File: src/rtl/elvds_pkg.sv
// rtl/elvds_pkg.sv - shared state codes and frame-length helper for the ELVDS transmit scheduler
package elvds_pkg;

  localparam logic [2:0] ST_IDLE  = 3'd0;
  localparam logic [2:0] ST_LEAD  = 3'd1;
  localparam logic [2:0] ST_START = 3'd2;
  localparam logic [2:0] ST_DATA  = 3'd3;
  localparam logic [2:0] ST_STOP  = 3'd4;
  localparam logic [2:0] ST_TRAIL = 3'd5;
  localparam logic [2:0] ST_TURN  = 3'd6;

  typedef enum logic [2:0] {
    IDLE  = ST_IDLE,
    LEAD  = ST_LEAD,
    START = ST_START,
    DATA  = ST_DATA,
    STOP  = ST_STOP,
    TRAIL = ST_TRAIL,
    TURN  = ST_TURN
  } state_t;

  // Accept cycle + lead + start/data/stop + trail + turnaround.
  function automatic int FRAME_CYCLES(input int data_w, input int bit_div, input int guard);
    return 1 + 2 * guard + (data_w + 2) * bit_div + guard;
  endfunction

endpackage

File: src/rtl/rr_arb2.sv
// rtl/rr_arb2.sv - two-way round-robin arbiter, purely combinational
module rr_arb2 (
  input  logic [1:0] valid,
  input  logic       last_grant,
  input  logic       enable,
  output logic [1:0] grant,
  output logic       winner
);

  // A lone requester always wins; on contention the one not served last wins.
  always_comb begin
    winner = (valid == 2'b11) ? ~last_grant : valid[1];
    grant  = 2'b00;
    if (enable && (valid != 2'b00)) begin
      grant = winner ? 2'b10 : 2'b01;
    end
  end

endmodule

File: src/rtl/elvds_tx_sched.sv
// rtl/elvds_tx_sched.sv - half-duplex framed byte scheduler driving an ELVDS_TBUF pair
module elvds_tx_sched
  import elvds_pkg::*;
#(
  parameter int DATA_W  = 8,
  parameter int BIT_DIV = 4,
  parameter int GUARD   = 2
) (
  input  logic              clk,
  input  logic              rst,
  input  logic              en,
  input  logic              req0_valid,
  input  logic [DATA_W-1:0] req0_data,
  output logic              req0_ready,
  input  logic              req1_valid,
  input  logic [DATA_W-1:0] req1_data,
  output logic              req1_ready,
  output logic              tbuf_i,
  output logic              tbuf_oen,
  output logic              busy,
  output logic              grant_id
);

  localparam int CNT_MAX = (BIT_DIV > GUARD) ? BIT_DIV : GUARD;
  localparam int CNT_W   = $clog2(CNT_MAX + 1);
  localparam int BIT_W   = $clog2(DATA_W + 1);

  localparam logic [CNT_W-1:0] BIT_RELOAD   = CNT_W'(BIT_DIV - 1);
  localparam logic [CNT_W-1:0] GUARD_RELOAD = CNT_W'(GUARD - 1);
  localparam logic [BIT_W-1:0] LAST_BIT     = BIT_W'(DATA_W - 1);

  state_t            state;
  logic [CNT_W-1:0]  cyc_cnt;
  logic [BIT_W-1:0]  bit_cnt;
  logic [DATA_W-1:0] shift;
  logic [DATA_W-1:0] shift_nxt;
  logic              last_grant;
  logic [1:0]        grant;
  logic              winner;
  logic              accept;
  logic              cyc_done;

  // Grants are only offered from IDLE, never while reset is being applied.
  rr_arb2 u_arb (
    .valid      ({req1_valid, req0_valid}),
    .last_grant (last_grant),
    .enable     ((state == IDLE) && en && !rst),
    .grant      (grant),
    .winner     (winner)
  );

  assign req0_ready = grant[0];
  assign req1_ready = grant[1];
  assign accept     = |grant;
  assign busy       = (state != IDLE);
  assign shift_nxt  = shift >> 1;
  assign cyc_done   = (cyc_cnt == '0);

  // Frame sequencer: line outputs are set together with the state they belong to,
  // so they change on the same edge the state does.
  always_ff @(posedge clk) begin
    if (rst) begin
      state      <= IDLE;
      cyc_cnt    <= '0;
      bit_cnt    <= '0;
      shift      <= '0;
      last_grant <= 1'b1;
      grant_id   <= 1'b0;
      tbuf_oen   <= 1'b1;
      tbuf_i     <= 1'b1;
    end else begin
      case (state)
        IDLE: begin
          if (accept) begin
            shift      <= winner ? req1_data : req0_data;
            grant_id   <= winner;
            last_grant <= winner;
            state      <= LEAD;
            cyc_cnt    <= GUARD_RELOAD;
            tbuf_oen   <= 1'b0;
            tbuf_i     <= 1'b1;
          end
        end
        LEAD: begin
          if (cyc_done) begin
            state   <= START;
            cyc_cnt <= BIT_RELOAD;
            tbuf_i  <= 1'b0;
          end else begin
            cyc_cnt <= cyc_cnt - 1'b1;
          end
        end
        START: begin
          if (cyc_done) begin
            state   <= DATA;
            cyc_cnt <= BIT_RELOAD;
            bit_cnt <= LAST_BIT;
            tbuf_i  <= shift[0];
          end else begin
            cyc_cnt <= cyc_cnt - 1'b1;
          end
        end
        DATA: begin
          if (cyc_done) begin
            cyc_cnt <= BIT_RELOAD;
            if (bit_cnt == '0) begin
              state  <= STOP;
              tbuf_i <= 1'b1;
            end else begin
              shift   <= shift_nxt;
              tbuf_i  <= shift_nxt[0];
              bit_cnt <= bit_cnt - 1'b1;
            end
          end else begin
            cyc_cnt <= cyc_cnt - 1'b1;
          end
        end
        STOP: begin
          if (cyc_done) begin
            state   <= TRAIL;
            cyc_cnt <= GUARD_RELOAD;
            tbuf_i  <= 1'b1;
          end else begin
            cyc_cnt <= cyc_cnt - 1'b1;
          end
        end
        TRAIL: begin
          if (cyc_done) begin
            state    <= TURN;
            cyc_cnt  <= GUARD_RELOAD;
            tbuf_oen <= 1'b1;
            tbuf_i   <= 1'b1;
          end else begin
            cyc_cnt <= cyc_cnt - 1'b1;
          end
        end
        TURN: begin
          if (cyc_done) begin
            state <= IDLE;
          end else begin
            cyc_cnt <= cyc_cnt - 1'b1;
          end
        end
        default: begin
          state    <= IDLE;
          cyc_cnt  <= '0;
          tbuf_oen <= 1'b1;
          tbuf_i   <= 1'b1;
        end
      endcase
    end
  end

endmodule

File: config.mk
export PLATFORM = sky130hd
export DESIGN_NAME = elvds_tx_sched
export DESIGN_NICKNAME = d
export VERILOG_FILES = /design/src/rtl/elvds_pkg.sv /design/src/rtl/rr_arb2.sv /design/src/rtl/elvds_tx_sched.sv
export SDC_FILE = /design/constraint.sdc
export NUM_CORES = 1
export LEC_CHECK = 0
export BUFFER_PORTS_ARGS = -buffer_cell sky130_fd_sc_hd__buf_2
export CORE_ASPECT_RATIO = 1.4
export CORE_UTILIZATION = 59
export DETAILED_ROUTE_END_ITERATION = 16
export PLACE_DENSITY = 0.84
export SYNTH_ARGS = -nofsm -noshare
export SYNTH_HDL_FRONTEND = slang
export SYNTH_SLANG_ARGS = --single-unit
File: constraint.sdc
create_clock -name clk -period 3.88 [get_ports clk]
set_input_delay 0.194 -clock clk [delete_from_list [all_inputs] [get_ports clk]]
set_output_delay 0.194 -clock clk [all_outputs]
set_load 0.05 [all_outputs]
==> flow_summary.toml <==
[run_status]
outcome = "finished, final reports clean"

[cells_and_area]
final_util_pct = 68.4
area_delta_synth_final_pct = 8.74
nFillCells = 207
final_area_sq_um = 1640
diodes = 0
layout_commonest_cell = "buf_2"
final_cell_mix = "buf_2 (26), dfxtp_1 (22), nor2_1 (17), o21ai_0 (17), inv_1 (16)"
drive_gt1_share_pct = 16.8
layoutNonFillerInstCount = 242
nets = 234

[logic_synthesis]
synthDominantCellAreaShare_pct = 29.3
synth.area.top_cells = "dfxtp_1 (29%), o21ai_0 (5.7%), a21oi_1 (4.7%)"
seq_area_frac_synth_pct = 29.3
synth_area_sq_um = 1500
async_reset_ff_share_pct = 0
avgSynthCellArea_sq_um = 7.75
ys_ff_latch = 22
synthCells = 194
ys.flop_type = "dfxtp_1"
synth_warnings = 0
synth_edf_count = 0
synth_nets = 219
synth.distinct_cells = 50
synth_top_cell_by_area = "dfxtp_1"

[pwr]
vdd_drop_max_mv = 0.312
p_leak_nw = 0.637
power_per_cell_area_nw_per_um2 = 387
power.total_uw = 632

[die]
die-area_sq_um = 2760
die_h_um = 61.7
die_w_um = 44.7
num_rows = 21
core_area_sq_um = 2390
pin_count = 27
initial_utilization_pct = 62.9

[global_routing]
grtUsageTotal_pct = 29.5
gr-total-overflow = 0
met2_usage_pct = 55.5
busiest_layer = "met2"
grt_max_degree = 28
antenna_found_initial = 0
met3_usage_pct = 3.18
grt_pass1_wl_um = 6140
first_global_vias = 1440
met1_usage_pct = 33.2

[run]
drv_cap = 0

[clock_tree]
htree_levels = 1
holdBufCountCts = 0
clkSinkCount = 22
cts-resized-gates = 0
numCtsBuffers = 3
cts.path.max_buffers = 2
cts_root_buf = "clkbuf_4"
clock_latency_ps = 310
path_clk_slew_ps = 130
cts_tree = "built"
cts_setup_buffers = 0

[timing]
maxSlewHeadroom_pct = 18.7
setup_violations = 0
whs_ps = 304
rsz0062_at_grt = "false"
finalMaxSlewViolations = 0
fin_crit_sh_pct = 63.7
worst_pin_slew_ps = 1210
period_needed_ps = 2470
max_freq_mhz = 405
finClkSkew_ps = 3.57
setup_ws_ps = 1410
hold_violations = 0
fin_tns_setup_ps = 0

[drt]
via_per_inst = 6.29
first_pass_iters = 4
drc = 0
routed_wl_um = 3610
first_iter_violations = 60
vias = 1523
drt-wirelength-per-cell_um = 14.9
detail-route-antenna-nets = 0

[place]
gp_congestion = 0.869
hpwlAfterDp_um = 2640
dp.cells = 238
place_area_sq_um = 1600
port_buffers = 26
pre_cts_ws_ps = 1780

[hold_path]
hold_start = "rst"
min_path_type = "input pin to register"
hold_end = "state[2]$_SDFFE_PP0P_"
min_path_cells = 2

[worst_setup_path]
path_class = "register to primary output"
end_kind = "primary output"
regToRegEndpoint = "shift[0]$_SDFFE_PP0P_"
worstRegToRegCells = 4
start_kind = "register"
path_max_fanout = 17
required_ps = 3690
r2r_setup_slack_ps = 1750
arrival_ps = 2280
timing.rr.start = "state[1]$_SDFFE_PP0P_"
==> logic make-up after synthesis <==
| group | share of synthesized area [%] |
|---|---|
| buffers and inverters | 9.15 |
| and+or+nand+nor | 24.1 |
| DFF | 29.3 |
| adders and majority gates | 3.33 |
| muxes | 2.08 |
| AOI/OAI and AO/OA | 32.0 |
==> critical path: stages, from the launching register on <==
cell and delay (ps):
dfxtp_1 480, or3_1 540, or3_1 500, nor2_1 160, buf_2 290
==> registers in the layout (all words and copies together), names as in the netlist <==
signal,count
grant_id,1
shift,8
bit_cnt,4
cyc_cnt,3
tbuf_oen,1
tbuf_i,1
state,3
last_grant,1
==> synth_stat cells (all sizes together) (2+ instances only) <==
library cell	number
nor2b	3
nand4	7
o211ai	2
nand2b	10
nor3	2
a22oi	2
nand3b	2
a21oi	14
a21o	4
or3	3
nand3	2
inv	16
ha	4
buf	5
dfxtp	22
o21ai	17
nor2	17
nand2	12
clkbuf	11
mux2i	2
o32ai	3
a211o	3
o221ai	7
==> where the power goes <==
part | switching [mW] | internal [mW]
clock | 0.0719 | 0.0573
combinational | 0.147 | 0.0869
sequential | 0.0233 | 0.246
==> metal layers <==
| layer | up-vias | share of wire [%] |
|---|---|---|
| li1 | 741 | - |
| met5 | - | 0 |
| met4 | 0 | 2.4 |
| met2 | 41 | 55 |
| met3 | 10 | 3.2 |
| met1 | 731 | 39 |
==> worst max-delay path by stage <==
stage / start / endpoint / slack (ps) / depth (start not counted)
after floorplan: state[1]$_SDFFE_PP0P_ / last_grant$_SDFFE_PP1P_ / 1530 / 7
after global placement: state[0]$_SDFFE_PP0P_ / req1_ready / 1850 / 4
after detailed placement: state[0]$_SDFFE_PP0P_ / req1_ready / 1780 / 4
after CTS: state[0]$_SDFFE_PP0P_ / req1_ready / 1430 / 4
after global routing: state[0]$_SDFFE_PP0P_ / req1_ready / 1320 / 4
final: state[0]$_SDFFE_PP0P_ / req1_ready / 1410 / 4
==> layout make-up <==
cell class | instances | area (sq um) | area share, %
inverter | 16 | 60.1 | 3.67
multi-input combinational | 140 | 926 | 56.6
tap | 34 | 42.5 | 2.60
timing repair buffer | 26 | 130 | 7.96
sequential | 22 | 440 | 26.9
clock buffer | 4 | 36.3 | 2.22
Power figures use the tool's default switching activity.
